<file path="src/rtl/cmd_pkg.sv">
// Shared types and constants for the SUMP/OLS host command front end.
package cmd_pkg;

    // Assembly FSM states.
    typedef enum logic [1:0] {
        IDLE = 2'd0,
        ARG  = 2'd1,
        EXEC = 2'd2
    } cmd_state_t;

    // Opcode bit that marks a 5-byte long command.
    localparam int LONG_CMD_BIT = 7;
    // Argument bytes that follow a long opcode, LSB first.
    localparam int ARG_BYTES    = 4;

    localparam logic [7:0] CMD_RESET    = 8'h00;
    localparam logic [7:0] CMD_RUN      = 8'h01;
    localparam logic [7:0] CMD_ID       = 8'h02;
    localparam logic [7:0] CMD_METADATA = 8'h04;
    localparam logic [7:0] CMD_FINISH   = 8'h05;
    localparam logic [7:0] CMD_FLAGS    = 8'h82;

endpackage

</file>
<file path="src/rtl/cmd_receiver_if.sv">
// Received byte stream from the FTDI FIFO / UART into the command receiver.
//
// Handshake: rx_data is meaningful only while rx_valid=1. A byte transfers on
// a rising clock edge where rx_valid && rx_ready. While rx_valid=1 and
// rx_ready=0 the source must hold rx_data and rx_valid unchanged.
interface cmd_receiver_if;
    logic [7:0] rx_data;
    logic       rx_valid;
    logic       rx_ready;

    // Byte source side.
    modport master (output rx_data, output rx_valid, input  rx_ready);
    // Command receiver side.
    modport slave  (input  rx_data, input  rx_valid, output rx_ready);
endinterface

</file>
<file path="src/rtl/cmd_timer.sv">
// Inter-byte timeout counter for partially received long commands.
// Counts idle clocks while enabled; expire flags the cycle in which the
// count reaches TIMEOUT-1 and no byte arrives. TIMEOUT=0 never expires.
module cmd_timer #(
    parameter int unsigned TIMEOUT       = 1000000,
    parameter int unsigned TIMEOUT_WIDTH = 24
) (
    input  logic clock,
    input  logic extReset_n,
    input  logic enable,
    input  logic clear,
    output logic expire
);

    localparam int unsigned TERM_INT = (TIMEOUT == 0) ? 0 : TIMEOUT - 1;
    localparam logic [TIMEOUT_WIDTH-1:0] TERM = TIMEOUT_WIDTH'(TERM_INT);

    logic [TIMEOUT_WIDTH-1:0] count;

    generate
        if (TIMEOUT == 0) begin : g_disabled
            assign expire = 1'b0;
        end else begin : g_enabled
            assign expire = enable && !clear && (count == TERM);
        end
    endgenerate

    // Idle-clock counter: held at zero outside ARG and restarted by every byte.
    always_ff @(posedge clock or negedge extReset_n) begin
        if (!extReset_n) begin
            count <= '0;
        end else if (!enable || clear || expire) begin
            count <= '0;
        end else begin
            count <= count + 1'b1;
        end
    end

endmodule

</file>
<file path="src/rtl/cmd_receiver.sv">
// SUMP/OLS command assembler: turns the host byte stream into opcode,
// config_data and a one-cycle execute pulse for the analyzer core.
// Short commands are one byte (bit7=0); long commands are an opcode with
// bit7=1 followed by four argument bytes, LSB first.
module cmd_receiver
    import cmd_pkg::*;
#(
    parameter int unsigned TIMEOUT       = 1000000,
    parameter int unsigned TIMEOUT_WIDTH = 24
) (
    input  logic           clock,
    input  logic           extReset_n,
    cmd_receiver_if.slave  bus,
    output logic [7:0]     opcode,
    output logic [31:0]    config_data,
    output logic           execute,
    output logic           cmd_timeout,
    output logic           busy,
    output cmd_state_t     fsm_state
);

    cmd_state_t  state;
    cmd_state_t  state_next;
    logic [7:0]  hold_opcode;
    logic [31:0] shift;
    logic [1:0]  byte_count;
    logic        accept;
    logic        expire;
    logic        load_short;
    logic        load_long_op;
    logic        load_arg;
    logic        load_done;

    // The only cycle that refuses bytes is the single EXEC cycle.
    assign bus.rx_ready = (state != EXEC);
    assign accept       = bus.rx_valid && bus.rx_ready;
    assign execute      = (state == EXEC);
    assign busy         = (state != IDLE);
    assign fsm_state    = state;

    cmd_timer #(
        .TIMEOUT       (TIMEOUT),
        .TIMEOUT_WIDTH (TIMEOUT_WIDTH)
    ) u_timer (
        .clock      (clock),
        .extReset_n (extReset_n),
        .enable     (state == ARG),
        .clear      (accept),
        .expire     (expire)
    );

    // State register.
    always_ff @(posedge clock or negedge extReset_n) begin
        if (!extReset_n) begin
            state <= IDLE;
        end else begin
            state <= state_next;
        end
    end

    // Next-state and datapath load decisions.
    always_comb begin
        state_next   = state;
        load_short   = 1'b0;
        load_long_op = 1'b0;
        load_arg     = 1'b0;
        load_done    = 1'b0;
        case (state)
            IDLE: begin
                if (accept) begin
                    if (bus.rx_data[LONG_CMD_BIT]) begin
                        load_long_op = 1'b1;
                        state_next   = ARG;
                    end else begin
                        load_short = 1'b1;
                        state_next = EXEC;
                    end
                end
            end
            ARG: begin
                if (accept) begin
                    load_arg = 1'b1;
                    if (byte_count == 2'(ARG_BYTES - 1)) begin
                        load_done  = 1'b1;
                        state_next = EXEC;
                    end
                end else if (expire) begin
                    state_next = IDLE;
                end
            end
            EXEC: begin
                state_next = IDLE;
            end
            default: begin
                state_next = IDLE;
            end
        endcase
    end

    // Argument assembly and registered command outputs.
    always_ff @(posedge clock or negedge extReset_n) begin
        if (!extReset_n) begin
            hold_opcode <= 8'h00;
            shift       <= 32'h0;
            byte_count  <= 2'd0;
            opcode      <= 8'h00;
            config_data <= 32'h0;
            cmd_timeout <= 1'b0;
        end else begin
            cmd_timeout <= expire;
            if (load_short) begin
                opcode      <= bus.rx_data;
                config_data <= 32'h0;
            end
            if (load_long_op) begin
                hold_opcode <= bus.rx_data;
                shift       <= 32'h0;
                byte_count  <= 2'd0;
            end
            if (load_arg) begin
                shift[{byte_count, 3'b000} +: 8] <= bus.rx_data;
                byte_count <= byte_count + 2'd1;
            end
            if (load_done) begin
                opcode      <= hold_opcode;
                config_data <= {bus.rx_data, shift[23:0]};
            end
            // A discarded partial command leaves opcode/config_data untouched.
            if (expire) begin
                shift      <= 32'h0;
                byte_count <= 2'd0;
            end
        end
    end

endmodule

</file>
<file path="src/flat_wrapper.sv">
// flat-port wrapper written by rule: the top's interface ports become plain ports
module cmd_receiver_flat import cmd_pkg::*;
#(
    parameter int unsigned TIMEOUT       = 1000000,
    parameter int unsigned TIMEOUT_WIDTH = 24
)
  (clock, extReset_n, opcode, config_data, execute, cmd_timeout, busy, fsm_state, bus_rx_data, bus_rx_valid, bus_rx_ready);
  cmd_receiver_if bus_i ();
  input  logic clock;
  input  logic extReset_n;
  output logic [7:0] opcode;
  output logic [31:0] config_data;
  output logic execute;
  output logic cmd_timeout;
  output logic busy;
  output cmd_state_t fsm_state;
  input wire logic [$bits(bus_i.rx_data)-1:0] bus_rx_data;
  input wire logic [$bits(bus_i.rx_valid)-1:0] bus_rx_valid;
  output wire logic [$bits(bus_i.rx_ready)-1:0] bus_rx_ready;
  assign bus_i.rx_data = bus_rx_data;
  assign bus_i.rx_valid = bus_rx_valid;
  assign bus_rx_ready = bus_i.rx_ready;
  cmd_receiver #(.TIMEOUT(TIMEOUT), .TIMEOUT_WIDTH(TIMEOUT_WIDTH)) u_core (.clock(clock), .extReset_n(extReset_n), .bus(bus_i), .opcode(opcode), .config_data(config_data), .execute(execute), .cmd_timeout(cmd_timeout), .busy(busy), .fsm_state(fsm_state));
endmodule
</file>
<file path="config.mk">
export PLATFORM = sky130hd
export DESIGN_NAME = cmd_receiver_flat
export DESIGN_NICKNAME = d
export VERILOG_FILES = /design/src/rtl/cmd_pkg.sv /design/src/rtl/cmd_receiver_if.sv /design/src/rtl/cmd_timer.sv /design/src/rtl/cmd_receiver.sv /design/src/flat_wrapper.sv
export SDC_FILE = /design/constraint.sdc
export NUM_CORES = 1
export LEC_CHECK = 0
export BUFFER_PORTS_ARGS = -buffer_cell sky130_fd_sc_hd__buf_4
export CAP_MARGIN = 10
export CORE_MARGIN = 2
export CORE_UTILIZATION = 60
export CTS_BUF_LIST = sky130_fd_sc_hd__clkbuf_8
export DETAILED_ROUTE_END_ITERATION = 16
export PLACE_DENSITY = 0.8
export SLEW_MARGIN = 30
export SYNTH_ARGS = -nofsm -noshare
export SYNTH_HDL_FRONTEND = slang
export SYNTH_HIERARCHICAL = 1
export SYNTH_SLANG_ARGS = --single-unit
</file>
<file path="constraint.sdc">
create_clock -name clock -period 2.9 [get_ports clock]
set_clock_uncertainty 0.05 [all_clocks]
set_input_delay 0.145 -clock clock [delete_from_list [all_inputs] [get_ports clock]]
set_output_delay 0.145 -clock clock [all_outputs]
set_load 0.01 [all_outputs]
</file>
# Word level (Yosys, flattened, before mapping)
# Index checks and enable logic that the tools add are counted.
# W data, S select, Z words.
# word_totals
register_bits	109
inputBits	11
word_cells	62
# op_classes
addsub	3
n_eq_ne	8
shift	2
muxes	29
n_reduce_logical	12
# op_table
operator	n
$mux W32	5
$bwmux W32	1
$shift A8 B7 Y32 const A	1
$shiftx A8 B7 Y32	1
$add A24 B1 Y24 const B	1
$eq A24 B20 Y1 const B	1
$mux W24	1
$mux W2	8
$mux W8	2
$mux W1	11
$neg A5 Y7	1
$eq A2 B2 Y1 const B	2
$ne A2 B2 Y1 const B	2
$pmux W2 S2	1
$reduce_bool A2 Y1	2
$logic_and A1 B1 Y1	3
$ne A3 B1 Y1 const B	1
$ne A3 B2 Y1 const B	1
$reduce_and A3 Y1	1
$reduce_bool A3 Y1	1
$add A2 B1 Y2 const B	1
$eq A2 B1 Y1 const B	1
$logic_not A1 Y1	2
$logic_not A2 Y1	1
$logic_or A1 B1 Y1	2

# Longest topological paths before layout
# depth
depth_word	8
ltp_mapped	10
ltp_nobuf	7

# Modules after synthesis
# The synthesis kept the hierarchy.
# modules_own_cells
mod	instances	cells_each	area_per_inst_um2	seq_area_each_um2
cmd_receiver	1	250	3159.3	1926.8
cmd_timer	1	133	1247.4	600.6

# Worst setup path before layout
# No wires, ideal clock.
# synth_path
path_type	reg2reg
start	register u_core.state[0] (netlist: u_core/fsm_state[0])
end	register u_core.shift[10]
arrival_ps	2288
required_ps	2714
setup_slack_ps	426
stages_incl_launch_ff	11
n_path_buf	4
period_less_slack_ps	2474
path_cell_list	dfrtp_1 clkbuf_1 buf_2 nand2b_1 and2_1 inv_1 nand2_1 nor4_1 clkbuf_1 clkbuf_1 a21oi_1
# synth_via
elab_cells_between_ends	15
# synth_rtl
item	line	source
start, declared	cmd_receiver.sv:22	cmd_state_t state;
start signal, assigned	cmd_receiver.sv:57	state <= state_next;
$ne A2 B2 Y1	cmd_receiver.sv:35	assign bus.rx_ready = (state != EXEC);
via bus_rx_ready	flat_wrapper.sv:19	output wire logic [$bits(bus_i.rx_ready)-1:0] bus_rx_ready;
$logic_and A1 B1 Y1	cmd_receiver.sv:36	assign accept = bus.rx_valid && bus.rx_ready;
via u_core.accept	cmd_receiver.sv:27	logic accept;
$logic_not A1 Y1	cmd_timer.sv:24	assign expire = enable && !clear && (count == TERM);
$logic_and A1 B1 Y1 (2 in a row)	cmd_timer.sv:24	
via u_core.expire	cmd_receiver.sv:28	logic expire;
$mux W32	cmd_receiver.sv:129	if (expire) begin
end signal, assigned by index	cmd_receiver.sv:121	shift[{byte_count, 3'b000} +: 8] <= bus.rx_data;
end, declared	cmd_receiver.sv:25	logic [31:0] shift;
# The timed path passes the listed nets, and every way through them passes these cells.
# A chain may end at the register's enable or synchronous reset.

# Final worst setup path
# layout_path
start	register u_core.state[1] (netlist: u_core/fsm_state[1])
end	register u_core.shift[19]
# layout_via
elab_cells_between_ends	15
# layout_rtl
item	line
$ne A2 B2 Y1	cmd_receiver.sv:35
$logic_and A1 B1 Y1	cmd_receiver.sv:36
via u_core.accept	cmd_receiver.sv:27
$logic_not A1 Y1	cmd_timer.sv:24
$logic_and A1 B1 Y1 (2 in a row)	cmd_timer.sv:24
via u_core.expire	cmd_receiver.sv:28
$mux W32	cmd_receiver.sv:129
# The timed path passes the listed nets, and every way through them passes these cells.

==> results.toml <==
[outcome]
status = "completed"

[hold_path]
hold_path_depth = 2
hp-class = "input port to register"
holdCritStartpoint = "bus_rx_data[6]"

[logic_synthesis]
syn_area_per_cell_sq_um = 11.5
ys_ff_latch = 101
syn-instance-count = 383
synth_cell_types = 47
synth_flop_cell = "dfrtp_1"
syn-cell-area_sq_um = 4410
synth_area_leaders = "dfrtp_1 (57%), a22o_1 (8.1%), a21oi_1 (3.1%)"
synth_warnings = 6
synth_most_common_cell = "dfrtp_1"
syn_nets = 400
async_flop_share_pct = 100
synth.largest_area_cell = "dfrtp_1"
synth_enable_flop_cells = 0
synth_top_area_share_pct = 57.4
synth_common_cells = "dfrtp_1 (101), a22o_1 (41), a21oi_1 (27)"
ys_seq_area_share_pct = 57.4

[critical_path]
critPathBufInv = 1
arrival_ns = 2.41
cp_top_family = "simple AND/OR/NAND/NOR gates"
critical_path_class = "register to register"
cp_max_fo = 12
cp_slowest_cell = "dfrtp_1"
rr_worst_depth = 7
path_cells = "nand2b_1 -> and2_1 -> inv_1 -> nand2_1 -> nor4_2 -> and4b_1 -> a22o_1"
cp.required_ns = 3.11
critPathMaxStageDelay_ns = 0.59
crit_start = "u_core/fsm_state[1]"
critical_path_depth = 7
startpoint_type = "register"
cp-end-kind = "register"
r2r-start = "u_core/fsm_state[1]"

[timing]
tightest_slew_ns = 0.793
rsz0062_at_grt = "no"
relSlewSlack_pct = 46.4
hold_violations = 0
post-route-period-util_pct = 76.1
setup_tns_ns = 0
finalSetupViolCount = 0
timing.fmax_mhz = 453
layout_min_cycle_time_ns = 2.21
drv_slew = 0
setup_slack_ns = 0.692

[power]
leakagePower_nw = 2.35
ir_worst_vdd_uv = 342
power_density_nw_per_um2 = 663

[drt]
ant_nets = 0
drtPass1Iterations = 4
vias = 3166
wl_per_cell_um = 17.3
vias_per_cell = 5.90
drt_iter0_drc = 268
wl_um = 9300
remaining_drc_errors = 0

[floorplanning]
num_rows = 31
core_area_sq_um = 7180
die_h_um = 89.7
die_x_um = 89.7
ioPinCount = 57
die-area_sq_um = 8050
start_util_pct = 61.4

[cells_and_area]
drive_gt1_share_pct = 24.2
nNetsFinal = 450
area_delta_synth_final_pct = 16.3
final_util_pct = 71.4
diodes = 0
finalNonFillerCells = 537

[run]
drv_cap = 0

[cts]
clkTransAtPathRegs_ns = 0.11
root_buffer = "clkbuf_8"
post-cts-setup-buffers = 0
htree_num_levels = 3
cts_max_path_buffers = 2
cts_buffers = 9
clock_latency_ns = 0.37
cts_tree = "done"
cts_num_sinks = 101

[grt]
overflow = 0
grt_pass1_vias = 3088
grt_util_all_layers_pct = 24.3
antenna_found_initial = 0
grt_max_degree = 56
grt_pass1_wl_um = 15800

[placed_design]
io_buffer_count = 56
gp_congestion = 0.843
pre_cts_ws_ns = 0.676
dp_hpwl_um = 6310
dp_cells = 520
worst paths after layout:
kind                            slack (ns)                       end
worst max-delay path                  0.69          u_core/shift[19]
worst max register to register        0.69          u_core/shift[19]
max in group asynchronous             1.84  u_core/u_timer/count[22]
worst min register to register        0.43     u_core/hold_opcode[7]
worst min-delay path                  0.02          u_core/shift[22]
min in group asynchronous             0.27     u_core/config_data[5]
registers in the layout, summed over array words and instances (netlist names):
register	flops
u_core/fsm_state	2
u_core/cmd_timeout	1
u_core/config_data	32
u_core/shift	24
u_core/u_timer/count	24
u_core/byte_count	2
u_core/hold_opcode	8
u_core/opcode	8
stage by stage:
stage	power [W]	hold slack, ns	area [sq um]
finish	0.00340	0.0228	5130
global route	0.00357	0.0189	5130
CTS	0.00342	0.0145	5130
detailed placement	0.00254	0.142	4920
global placement	0.00250	0.140	4920
floorplan	0.00222	-0.201	4410
logic make-up (layout without fill, tap and decap cells):
kind of cell,count (synthesis),count (layout),synth area share [%]
AND/OR/NAND/NOR,110,110,14.9
adder cells (fa/ha/maj),6,6,1.70
flip-flops,101,101,57.4
multiplexers,14,14,3.61
AO/OA/AOI/OAI,104,104,16.3
XOR/XNOR,13,13,2.58
buffers and inverters,35,90,3.52
repair_timing:
item,4_1_cts,5_1_grt
gates resized for setup,0,0
endpoints found under the hold margin,46,0
hold buffers,1,0
setup endpoints to repair,0,0
final cells by class:
type                    instances  area, sq um
multi-input cells             247         1740
inverters                       9         33.8
clock buffers                  10          138
repair buffers                 65          503
fillers                       512         2050
well taps                      99          124
flip-flops and latches        101         2530
clock inverters                 6         62.6
report_power, final:
| group | internal [W] | switching [W] |
|---|---|---|
| combinational | 0.000359 | 0.000424 |
| clock | 0.000365 | 0.000522 |
| sequential | 0.00160 | 0.000132 |
layer usage:
metal  routed length, um  up-vias  GRT usage [%]
met5                   0        -              0
met3                 440        5           4.27
met1                4250     1588           35.6
met2                4540       75           37.1
met4                  64        0           9.10
li1                    -     1498              -
layout by cell type, fill, tap and decap left out, types with 2 or more instances in the layout:
cell type and instances:
nor3_1 3, a21oi_1 27, mux2i_1 2, nor4_1 4, nand2_1 9, nor2b_1 4, or3_1 9, buf_4 63
ha_1 6, or4_1 4, a221o_1 5, or2_2 2, nand3_1 24, a22o_1 41, o21ai_0 25, xor2_1 5
dfrtp_1 101, inv_8 4, clkbuf_8 10, o31ai_1 2, inv_1 9, and3b_1 2, nand4_1 6, and4b_1 3
nor4b_1 2, nor2_1 18, mux2_2 11, and2_1 7, xnor2_1 8
No activity file was read; power rests on OpenSTA's default activity.
